$ cat src/rtl/alarm_clock_pkg.sv
// Shared types and constants for the multi-alarm clock.
// Optional snooze storage is built when ALARM_CLOCK_SNOOZE_EN is defined.
package alarm_clock_pkg;

  typedef enum logic [2:0] {
    ST_IDLE   = 3'd0,
    ST_D0     = 3'd1,
    ST_D1     = 3'd2,
    ST_D2     = 3'd3,
    ST_D3     = 3'd4,
    ST_COMMIT = 3'd5
  } entry_state_e;

  typedef struct packed {
    logic [4:0] hours;
    logic [5:0] minutes;
  } hm_t;

  localparam int unsigned MAX_HOUR = 23;
  localparam int unsigned MAX_MIN  = 59;

  // Add up to 59 minutes, wrapping at 24h.
  function automatic hm_t hm_add(hm_t t, logic [5:0] add);
    hm_t        r;
    logic [6:0] m;
    r = t;
    m = 7'(t.minutes) + 7'(add);
    if (m > 7'(MAX_MIN)) begin
      m = m - 7'd60;
      r.hours = (t.hours == 5'(MAX_HOUR)) ? 5'd0 : t.hours + 5'd1;
    end
    r.minutes = m[5:0];
    return r;
  endfunction

endpackage

$ cat src/rtl/keypad_entry.sv
// Button/key edge detect, four-digit HH:MM entry FSM and range check.
// commit_o pulses in COMMIT only when the entered time is in range.
module keypad_entry
  import alarm_clock_pkg::*;
#(
  parameter int SEL_W = 2
) (
  input  logic             clk,
  input  logic             reset,
  input  logic             time_btn_i,
  input  logic             alarm_btn_i,
  input  logic [9:0]       keys_i,
  input  logic [SEL_W-1:0] sel_i,
  output logic             commit_o,
  output logic             tgt_time_o,
  output logic [SEL_W-1:0] sel_o,
  output hm_t              hm_o,
  output logic             active_o
);

  entry_state_e     state_q, state_d;
  logic             tbtn_q, abtn_q;
  logic [9:0]       keys_q;
  logic             tgt_q, tgt_d;
  logic [SEL_W-1:0] sel_q, sel_d;
  logic [3:0][3:0]  dig_q, dig_d;
  logic             active_q;

  logic       t_rise, a_rise, key_ok, in_range;
  logic [9:0] k_rise;
  logic [3:0] key_val;
  logic [6:0] hh, mm;

  assign t_rise = time_btn_i & ~tbtn_q;
  assign a_rise = alarm_btn_i & ~abtn_q;
  assign k_rise = keys_i & ~keys_q;
  assign key_ok = $onehot(k_rise);

  always_comb begin
    key_val = '0;
    for (int i = 0; i < 10; i++)
      if (k_rise[i]) key_val = 4'(i);
  end

  // dig_q[3] holds the first digit typed (H1)
  assign hh = 7'(dig_q[3]) * 7'd10 + 7'(dig_q[2]);
  assign mm = 7'(dig_q[1]) * 7'd10 + 7'(dig_q[0]);
  assign in_range = (hh <= 7'(MAX_HOUR)) && (mm <= 7'(MAX_MIN));

  always_comb begin
    state_d = state_q;
    tgt_d   = tgt_q;
    sel_d   = sel_q;
    dig_d   = dig_q;
    unique case (state_q)
      ST_IDLE: begin
        if (t_rise) begin
          state_d = ST_D0;
          tgt_d   = 1'b1;
        end else if (a_rise) begin
          state_d = ST_D0;
          tgt_d   = 1'b0;
          sel_d   = sel_i;
        end
      end
      ST_D0, ST_D1, ST_D2, ST_D3: begin
        if (t_rise || a_rise) begin
          state_d = ST_IDLE;
        end else if (key_ok) begin
          dig_d   = {dig_q[2:0], key_val};
          state_d = entry_state_e'(state_q + 3'd1);
        end
      end
      ST_COMMIT: state_d = ST_IDLE;
      default:   state_d = ST_IDLE;
    endcase
  end

  always_ff @(posedge clk or posedge reset) begin
    if (reset) begin
      state_q  <= ST_IDLE;
      tbtn_q   <= 1'b0;
      abtn_q   <= 1'b0;
      keys_q   <= '0;
      tgt_q    <= 1'b0;
      sel_q    <= '0;
      dig_q    <= '0;
      active_q <= 1'b0;
    end else begin
      state_q  <= state_d;
      tbtn_q   <= time_btn_i;
      abtn_q   <= alarm_btn_i;
      keys_q   <= keys_i;
      tgt_q    <= tgt_d;
      sel_q    <= sel_d;
      dig_q    <= dig_d;
      active_q <= (state_d != ST_IDLE);
    end
  end

  assign commit_o   = (state_q == ST_COMMIT) && in_range;
  assign tgt_time_o = tgt_q;
  assign sel_o      = sel_q;
  assign hm_o       = '{hours: hh[4:0], minutes: mm[5:0]};
  assign active_o   = active_q;

endmodule

$ cat src/rtl/multi_alarm_clock.sv
// 24h clock with NUM_ALARMS keypad-programmed alarm slots.
// Snooze re-arm storage is built only with ALARM_CLOCK_SNOOZE_EN.
module multi_alarm_clock
  import alarm_clock_pkg::*;
#(
  parameter  int NUM_ALARMS     = 4,
  parameter  int CYCLES_PER_MIN = 15360,
  parameter  int SNOOZE_MIN     = 5,
  localparam int SEL_W = (NUM_ALARMS > 1) ? $clog2(NUM_ALARMS) : 1,
  localparam int PW    = (CYCLES_PER_MIN > 1) ? $clog2(CYCLES_PER_MIN) : 1
) (
  input  logic                  clk,
  input  logic                  reset,
  input  logic                  alarm_button,
  input  logic                  time_button,
  input  logic [9:0]            keypad_buttons,
  input  logic [SEL_W-1:0]      alarm_sel,
  input  logic                  alarm_off,
  input  logic                  snooze_button,
  output logic [4:0]            hours,
  output logic [5:0]            minutes,
  output logic [NUM_ALARMS-1:0] alarm_ring,
  output logic                  alarm_any,
  output logic                  entry_active
);

  logic             commit, tgt_time;
  logic [SEL_W-1:0] ent_sel;
  hm_t              ent_hm;

  keypad_entry #(.SEL_W(SEL_W)) u_entry (
    .clk        (clk),
    .reset      (reset),
    .time_btn_i (time_button),
    .alarm_btn_i(alarm_button),
    .keys_i     (keypad_buttons),
    .sel_i      (alarm_sel),
    .commit_o   (commit),
    .tgt_time_o (tgt_time),
    .sel_o      (ent_sel),
    .hm_o       (ent_hm),
    .active_o   (entry_active)
  );

  logic [PW-1:0]                presc_q, presc_d;
  hm_t                          now_q, now_d;
  hm_t [NUM_ALARMS-1:0]         alm_q, alm_d;
  logic [NUM_ALARMS-1:0]        en_q, en_d;
  logic [NUM_ALARMS-1:0]        ring_q, ring_d;
  logic                         any_q;
  logic                         off_q;
  logic tick, time_wr, alm_wr, chk, off_rise;

  assign tick     = (presc_q == PW'(CYCLES_PER_MIN - 1));
  assign time_wr  = commit & tgt_time;
  assign alm_wr   = commit & ~tgt_time;
  assign chk      = tick | time_wr;
  assign off_rise = alarm_off & ~off_q;

`ifdef ALARM_CLOCK_SNOOZE_EN
  hm_t [NUM_ALARMS-1:0]  snz_q, snz_d;
  logic [NUM_ALARMS-1:0] snz_en_q, snz_en_d;
  logic                  snzb_q;
  logic                  snz_rise;
  hm_t                   snz_at;

  assign snz_rise = snooze_button & ~snzb_q;
  assign snz_at   = hm_add(now_q, 6'(SNOOZE_MIN));
`else
  logic unused_snooze;
  assign unused_snooze = snooze_button;
`endif

  // A time write restarts the minute and swallows a coincident tick
  always_comb begin
    now_d   = now_q;
    presc_d = presc_q + PW'(1);
    if (time_wr) begin
      now_d   = ent_hm;
      presc_d = '0;
    end else if (tick) begin
      now_d   = hm_add(now_q, 6'd1);
      presc_d = '0;
    end
  end

  always_comb begin
    ring_d = ring_q;
    alm_d  = alm_q;
    en_d   = en_q;
`ifdef ALARM_CLOCK_SNOOZE_EN
    snz_d    = snz_q;
    snz_en_d = snz_en_q;
`endif
    for (int i = 0; i < NUM_ALARMS; i++) begin
      if (chk && en_q[i] && alm_q[i] == now_d) ring_d[i] = 1'b1;
`ifdef ALARM_CLOCK_SNOOZE_EN
      if (chk && snz_en_q[i] && snz_q[i] == now_d) begin
        ring_d[i]   = 1'b1;
        snz_en_d[i] = 1'b0;
      end
`endif
    end
    if (off_rise) ring_d = '0;
`ifdef ALARM_CLOCK_SNOOZE_EN
    if (snz_rise) begin
      for (int i = 0; i < NUM_ALARMS; i++) begin
        if (ring_q[i]) begin
          snz_d[i]    = snz_at;
          snz_en_d[i] = 1'b1;
        end
      end
      ring_d = '0;
    end
`endif
    for (int i = 0; i < NUM_ALARMS; i++) begin
      if (alm_wr && ent_sel == SEL_W'(i)) begin
        alm_d[i] = ent_hm;
        en_d[i]  = 1'b1;
`ifdef ALARM_CLOCK_SNOOZE_EN
        snz_en_d[i] = 1'b0;
`endif
      end
    end
  end

  always_ff @(posedge clk or posedge reset) begin
    if (reset) begin
      presc_q <= '0;
      now_q   <= '0;
      alm_q   <= '0;
      en_q    <= '0;
      ring_q  <= '0;
      any_q   <= 1'b0;
      off_q   <= 1'b0;
    end else begin
      presc_q <= presc_d;
      now_q   <= now_d;
      alm_q   <= alm_d;
      en_q    <= en_d;
      ring_q  <= ring_d;
      any_q   <= |ring_d;
      off_q   <= alarm_off;
    end
  end

`ifdef ALARM_CLOCK_SNOOZE_EN
  always_ff @(posedge clk or posedge reset) begin
    if (reset) begin
      snz_q    <= '0;
      snz_en_q <= '0;
      snzb_q   <= 1'b0;
    end else begin
      snz_q    <= snz_d;
      snz_en_q <= snz_en_d;
      snzb_q   <= snooze_button;
    end
  end
`endif

  assign hours      = now_q.hours;
  assign minutes    = now_q.minutes;
  assign alarm_ring = ring_q;
  assign alarm_any  = any_q;

endmodule

$ cat config.mk
export PLATFORM = sky130hd
export DESIGN_NAME = multi_alarm_clock
export DESIGN_NICKNAME = d
export VERILOG_FILES = /design/src/rtl/alarm_clock_pkg.sv /design/src/rtl/keypad_entry.sv /design/src/rtl/multi_alarm_clock.sv
export SDC_FILE = /design/constraint.sdc
export NUM_CORES = 1
export LEC_CHECK = 0
export BUFFER_PORTS_ARGS = -buffer_cell sky130_fd_sc_hd__buf_4
export CORE_ASPECT_RATIO = 0.75
export CORE_MARGIN = 5
export CORE_UTILIZATION = 46
export CTS_CLUSTER_SIZE = 12
export DETAILED_ROUTE_END_ITERATION = 8
export GPL_ROUTABILITY_DRIVEN = 1
export GPL_TIMING_DRIVEN = 0
export SYNTH_ARGS = -nofsm -noshare
export SYNTH_HDL_FRONTEND = slang
export SYNTH_SLANG_ARGS = --single-unit
$ cat constraint.sdc
create_clock -name clk -period 7.45 [get_ports clk]
set_input_delay 1.1175 -clock clk [delete_from_list [all_inputs] [get_ports clk]]
set_output_delay 1.1175 -clock clk [all_outputs]
set_load 0.02 [all_outputs]
==> results.json, run 1 <==
{
  "status": "complete, no violations",
  "critPathBufInv": 2,
  "yosysSeqAreaShare_pct": 40.8,
  "syn_nets": 767,
  "slowest_delay_ns": 0.54,
  "drt-wirelength-per-cell_microns": 17.9,
  "hold_depth": 1,
  "final_area_sq_um": 8160,
  "core_area_sq_um": 15100,
  "hold_viol": 0,
  "maxCapViolCount": 0,
  "crit_cells": 15,
  "clk_transition_reported_paths_ns": 0.05,
  "numClockSinks": 114,
  "via_count": 5420,
  "relSlewSlack_pct": 23.8,
  "critical_path.top_delay_family": "simple AND/OR/NAND/NOR gates",
  "synth.avg_cell_area_sq_um": 9.91,
  "swShare_pct": 36.0,
  "drive_gt1_share_pct": 17.3,
  "leakage_uw": 0.00382,
  "cts_setup_buffers": 0,
  "routed_via_density": 5.55,
  "seq_area_sq_um": 2850,
  "power_density_nw_per_um2": 307,
  "fin_nets": 820,
  "ys_ff_latch": 114,
  "final_cell_mix": "dfrtp_1, nand2_1, inv_1",
  "synth_warnings": 0,
  "ir_drop_mv": 0.173,
  "required_ns": 7.80,
  "synthFlopType": "dfrtp_1",
  "final_util_pct": 54.1,
  "initial_core_util_pct": 46.4,
  "grt_util_met3_pct": 3.75,
  "die_area_sq_um": 17800,
  "synth_cells": 706,
  "finalClockSkew_ns": 0.00469,
  "crit_path_end_kind": "register",
  "rows": 39,
  "dp_hpwl_microns": 13000,
  "ff2ff_path_depth": 15,
  "seqPwrFrac_pct": 32.0,
  "cts_resized": 0,
  "pwr-share-comb_pct": 33.8,
  "worstPathCellList": "ha_1 > ha_1 > inv_1 > fa_1 > nand2b_1 > o22ai_1 > or4b_4 > and4_1 > clkbuf_1 > a211oi_1 > a21oi_2 > xnor2_1 > or4_1 > o31ai_2 > or4_1",
  "slew_violations": 0,
  "grtUsageMet1_pct": 29.6,
  "grt_pass1_vias": 5513,
  "area_delta_synth_final_pct": 16.5,
  "io_buffers": 33,
  "rsz0062_at_grt": "false",
  "cts_buffers": 17,
  "insertion_delay_ns": 0.41,
  "routed_wl_microns": 17400,
  "crit_slowest_cell": "o22ai_1",
  "cts_buffer_depth": 2,
  "ctsHoldBuffers": 0,
  "setup_viol": 0,
  "fmax_ghz": 0.199,
  "hold_path.class": "register to register",
  "placedCellCount": 945,
  "antennaDiodeCount": 0,
  "synth.distinct_cells": 76,
  "die_x_microns": 152,
  "n_fill_cell": 1370,
  "period_needed_ns": 5.01,
  "worstSetupStartpointType": "register",
  "cts_tree": "done",
  "gp_congestion": 0.953,
  "internal_power_uw": 1600,
  "p_clk_share_pct": 34.2,
  "firstDrtPassIters": 6,
  "tns_ns": 0,
  "ios": 35,
  "drt-initial-drc-count": 397,
  "syn_area_sq_um": 7000,
  "use_met2_pct": 32.7,
  "cp_data_arrival_time_ns": 5.36,
  "criticalPathCategory": "register to register",
  "ant_nets": 0,
  "place_area_sq_um": 7530,
  "async_reset_ff_share_pct": 100,
  "tightest_slew_ns": 1.13,
  "antenna_found_initial": 0,
  "grt_pass1_wl_microns": 29000,
  "grt-busiest-layer": "met2",
  "htreeDepth": 4,
  "layout.cells.non_filler": 976,
  "die_h_microns": 117,
  "overflow": 0,
  "multi_input_area_sq_um": 3810,
  "grt_usage_pct": 20.7,
  "synth-edff-count": 0,
  "cts-root-buf": "clkbuf_16",
  "layout_commonest_cell": "dfrtp_1",
  "grt_max_degree": 74,
  "drc_errors": 0,
  "switchingPower_uw": 901,
  "min_period_over_period_pct": 67.3,
  "path_max_fanout": 10
}
## synthesized netlist by cell type, drive strengths merged (4+ instances only)
library cell / n / area share, %
clkbuf: 26 / 1.8
nor4: 7 / 0.84
o211ai: 7 / 0.75
a31oi: 4 / 0.36
nand4: 12 / 1.4
and3: 8 / 0.82
or3: 6 / 0.54
dfrtp: 114 / 41
o221ai: 4 / 0.50
a211oi: 6 / 0.64
nor2b: 8 / 0.72
mux2: 41 / 6.6
inv: 52 / 2.8
a21oi: 26 / 1.9
nor2: 50 / 2.7
xnor2: 41 / 5.1
nor3: 16 / 1.2
or4: 5 / 0.55
nand3: 22 / 1.6
fa: 10 / 2.9
nand2: 53 / 2.8
and2: 7 / 0.68
o21ai: 35 / 2.5
nand2b: 16 / 1.4
and4: 4 / 0.52
nor3b: 4 / 0.43
xor2: 27 / 3.4
o31ai: 7 / 0.82
ha: 33 / 5.9
## kinds of logic (layout without fill, tap and decap cells)
| family | Yosys count | after routing | share of synthesized area [%] |
|---|---|---|---|
| AO/OA/AOI/OAI | 124 | 124 | 12.1 |
| multiplexers | 44 | 44 | 7.03 |
| adder cells (fa/ha/maj) | 43 | 43 | 8.76 |
| XOR/XNOR | 68 | 68 | 8.51 |
| buffers and inverters | 81 | 146 | 4.79 |
| flip-flops | 114 | 114 | 40.8 |
| AND/OR/NAND/NOR | 232 | 232 | 18.0 |
## state kept, by name, indices dropped and copies added, names as in the netlist
| signal | cells |
|---|---|
| u_entry.active_o | 1 |
| off_q | 1 |
| alarm_ring | 4 |
| en_q | 4 |
| u_entry.tgt_time_o | 1 |
| presc_q | 14 |
| alm_q | 44 |
| u_entry.sel_o | 2 |
| u_entry.keys_q | 10 |
| minutes | 6 |
| u_entry.state_q | 3 |
| u_entry.abtn_q | 1 |
| alarm_any | 1 |
| u_entry.tbtn_q | 1 |
| hours | 5 |
| u_entry.dig_q | 16 |
## routing by layer
layer / vias up / wire (microns)
met4: 0 / 209
met1: 2650 / 8340
met2: 166 / 7760
li1: 2587 / -
met3: 17 / 1120
met5: - / 0
## area by class of cell
| cell class | instances | area share, % |
|---|---|---|
| multi-input combinational | 511 | 46.7 |
| sequential | 114 | 35.0 |
| clock buffer | 23 | 6.11 |
| timing repair buffer | 34 | 3.37 |
| tap | 205 | 3.14 |
| inverter | 52 | 2.42 |
| buffer | 29 | 1.72 |
| clock inverter | 8 | 1.53 |
## final timing paths
check / start / endpoint / slack [ns]
min: en_q[1] / en_q[1] / 0.47
max in group asynchronous: reset / hours[3] / 5.89
max reg2reg: u_entry.dig_q[5] / alarm_any / 2.44
max: u_entry.dig_q[5] / alarm_any / 2.44
min reg2reg: en_q[1] / en_q[1] / 0.47
min in group asynchronous: reset / u_entry.keys_q[4] / 0.78
## per-stage QoR
| step | setup slack [ns] | hold WS [ns] | power [uW] |
|---|---|---|---|
| floorplan | 2.69 | 0.435 | 1390 |
| global placement | 1.97 | 0.455 | 1620 |
| detailed placement | 2.17 | 0.453 | 1650 |
| CTS | 2.47 | 0.471 | 2510 |
| global route | 2.23 | 0.492 | 2650 |
| finish | 2.44 | 0.475 | 2500 |
## power groups by stage
stage	clock network (uW)	logic, uW	registers, uW
floorplan	0	595	797
global placement	0	818	806
detailed placement	0	837	812
CTS	868	844	802
global route	896	939	817
finish	855	845	800
## worst reg2reg max path: stages, from the launching register on
cell and delay, ns:
dfrtp_1 0.43, ha_1 0.32, ha_1 0.19, inv_1 0.06
fa_1 0.41, nand2b_1 0.20, o22ai_1 0.54, or4b_4 0.27
and4_1 0.33, clkbuf_1 0.53, a211oi_1 0.23, a21oi_2 0.37
xnor2_1 0.10, or4_1 0.54, o31ai_2 0.28, or4_1 0.14
Note: power is estimated with default switching activity, not from simulation.
==> run 2: changes to the inputs <==
--- a/config.mk
+++ b/config.mk
@@ -5,6 +5,7 @@
 export SDC_FILE = /design/constraint.sdc
 export NUM_CORES = 1
 export LEC_CHECK = 0
+export ABC_AREA = 1
 export BUFFER_PORTS_ARGS = -buffer_cell sky130_fd_sc_hd__buf_4
 export CORE_ASPECT_RATIO = 0.75
 export CORE_MARGIN = 5
@@ -13,6 +14,7 @@
 export DETAILED_ROUTE_END_ITERATION = 8
 export GPL_ROUTABILITY_DRIVEN = 1
 export GPL_TIMING_DRIVEN = 0
+export PLACE_DENSITY = 0.65
 export SYNTH_ARGS = -nofsm -noshare
 export SYNTH_HDL_FRONTEND = slang
 export SYNTH_SLANG_ARGS = --single-unit
==> constraint.sdc (replaced) <==
create_clock -name clk -period 4.6 [get_ports clk]
set_input_delay 0.69 -clock clk [delete_from_list [all_inputs] [get_ports clk]]
set_output_delay 0.69 -clock clk [all_outputs]
set_load 0.02 [all_outputs]
==> results.json, run 2 <==
{
  "swShare_pct": 39.4,
  "cts_setup_buffers": 0,
  "internal_power_uw": 2250,
  "drc_errors": 0,
  "die_area_sq_um": 17300,
  "fin_nets": 1008,
  "final_cell_mix": "nand2_1, inv_1, dfrtp_1",
  "antenna_found_initial": 0,
  "cts_tree": "done",
  "syn_area_sq_um": 6790,
  "path_max_fanout": 10,
  "drt-initial-drc-count": 374,
  "cts-root-buf": "clkbuf_16",
  "dp_hpwl_microns": 12000,
  "power_uw": 3720,
  "period_needed_ns": 4.31,
  "clk_transition_reported_paths_ns": 0.06,
  "via_count": 5796,
  "die_h_microns": 115,
  "pre_cts_slack_ns": -0.751,
  "synth_commonest_cells": "nand2_1, inv_1, dfrtp_1, nand3_1, o21ai_0",
  "min_period_over_period_pct": 93.6,
  "maxCapViolCount": 0,
  "hold_path.class": "input port to async pin",
  "slew_violations": 0,
  "numClockSinks": 114,
  "critPathLaunch": "u_entry.keys_q[9]",
  "core_area_sq_um": 14500,
  "synthTopCellsByArea": "dfrtp_1, nand2_1, inv_1",
  "antennaDiodeCount": 0,
  "synthFlopType": "dfrtp_1",
  "synth.distinct_cells": 43,
  "routed_wl_microns": 16100,
  "ir_drop_mv": 0.343,
  "switchingPower_uw": 1470,
  "grt_usage_pct": 20.0,
  "cts_buffers": 17,
  "tns_ns": 0,
  "cp_data_arrival_time_ns": 4.64,
  "io_buffers": 33,
  "crit-reg2reg-launch": "u_entry.keys_q[9]",
  "async_reset_ff_share_pct": 100,
  "ys_ff_latch": 114,
  "drt-wirelength-per-cell_microns": 13.9,
  "synth_warnings": 0,
  "syn_nets": 955,
  "drive_gt1_share_pct": 11.9,
  "gp_congestion": 0.880,
  "overflow": 0,
  "area_delta_synth_final_pct": 16.2,
  "final_area_sq_um": 7890,
  "criticalPathCategory": "register to register",
  "firstDrtPassIters": 5,
  "synth_top_area_cell": "dfrtp_1",
  "initial_core_util_pct": 47.0,
  "yosysMostFrequentCell": "nand2_1",
  "yosysSeqAreaShare_pct": 42.0,
  "layout_commonest_cell": "nand2_1",
  "status": "complete, no violations",
  "relSlewSlack_pct": 56.7,
  "htreeDepth": 4,
  "setup_ws_ns": 0.295,
  "synth_top_area_share_pct": 42.0,
  "p_clk_share_pct": 32.7,
  "tightest_slew_ns": 0.647,
  "largest_reg_flops": 44,
  "ant_nets": 0,
  "reg.largest.list": "alm_q (44), u_entry.dig_q (16), presc_q (14)",
  "synth_cells": 894,
  "die_x_microns": 150,
  "seqPwrFrac_pct": 34.0,
  "hold_viol": 0,
  "required_ns": 4.94,
  "leakage_uw": 0.00407,
  "cts_buffer_depth": 2,
  "rows": 38,
  "ctsHoldBuffers": 0,
  "synth-edff-count": 0,
  "grt_pass1_vias": 5456,
  "finalClockSkew_ns": 0.0136,
  "worstSetupStartpointType": "register",
  "routed_via_density": 5.00,
  "grt_pass1_wl_microns": 27100,
  "place_area_sq_um": 7320,
  "grt_max_degree": 81,
  "pwr-share-comb_pct": 33.4,
  "crit_path_end_kind": "register",
  "synth.avg_cell_area_sq_um": 7.60,
  "rsz0062_at_grt": "false",
  "power_density_nw_per_um2": 471,
  "fmax_ghz": 0.232,
  "top_register": "alm_q",
  "setup_viol": 0,
  "ios": 35,
  "insertion_delay_ns": 0.43
}
==> run 2: cell types whose count changed after synthesis, moves of 12 or more <==
cell,delta
nand4_1,+14
inv_1,+113
clkbuf_1,-13
nor2_1,+12
o21ai_0,+33
nand3_1,+63
nor3_1,-12
nand2_2,+15
mux2_2,-40
xnor2_1,-40
xor2_1,-18
nand2_1,+171
nand2b_1,-16
==> run 2: layer usage <==
metal,track usage [%],vias up,wire length (microns)
li1,-,2942,-
met1,29.5,2711,8040
met2,30.4,128,6950
met3,4.49,15,977
met4,4.39,0,129
met5,0,-,0
==> run 2: stage by stage <==
stage	utilization, %	hold slack (ns)	std cells
finish	54.6	0.238	1160
global route	54.6	0.259	1160
CTS	54.5	0.245	1160
detailed placement	50.7	0.440	1128
global placement	50.5	0.433	1127
floorplan	-	0.423	894
==> run 2: cell type report <==
cell class / instances / area, sq um
timing repair buffer: 34 / 275
sequential: 114 / 2850
inverter: 173 / 656
multi-input combinational: 592 / 3230
clock buffer: 18 / 439
buffer: 15 / 82.6
fill: 1417 / 6560
tap: 200 / 250
clock inverter: 14 / 104
==> run 2: power by group through the flow <==
stage	combinational, uW	sequential (uW)	clock (uW)
after floorplan	874	1260	0
after global placement	1200	1270	0
after detailed placement	1210	1280	0
after CTS	1230	1260	1230
after global routing	1430	1280	1280
final	1240	1260	1220
==> run 2: worst max-delay path: stages, from the launching register on <==
cell,delay (ns)
dfrtp_1,0.36
nor2_1,0.20
inv_1,0.09
ha_1,0.28
inv_1,0.06
fa_1,0.56
fa_1,0.44
fa_1,0.39
inv_1,0.09
fa_1,0.45
nor4_4,0.33
nand2_1,0.19
nor2_4,0.21
clkinv_2,0.16
clkbuf_2,0.21
o21ai_0,0.19
==> run 2: final timing paths <==
path | end | slack [ns] | depth (start not counted)
max | u_entry.dig_q[3] | 0.29 | 15
min | u_entry.abtn_q | 0.24 | 2
max reg2reg | u_entry.dig_q[3] | 0.29 | 15
min reg2reg | en_q[0] | 0.45 | 2
max in group asynchronous | minutes[4] | 3.64 | 3
min in group clk | u_entry.tbtn_q | 0.37 | 1
==> run 2: cell families after synthesis <==
group	synth area share, %
AO/OA/AOI/OAI	8.20
XOR/XNOR	1.29
adder cells (fa/ha/maj)	9.02
buffers and inverters	10.8
flip-flops	42.0
multiplexers	0.166
AND/OR/NAND/NOR	28.6
==> run 2: what timing repair did <==
action	CTS	global route
gates cloned	0	0
pin swaps	0	1
setup endpoints to repair	16	15
resized for setup	3	4
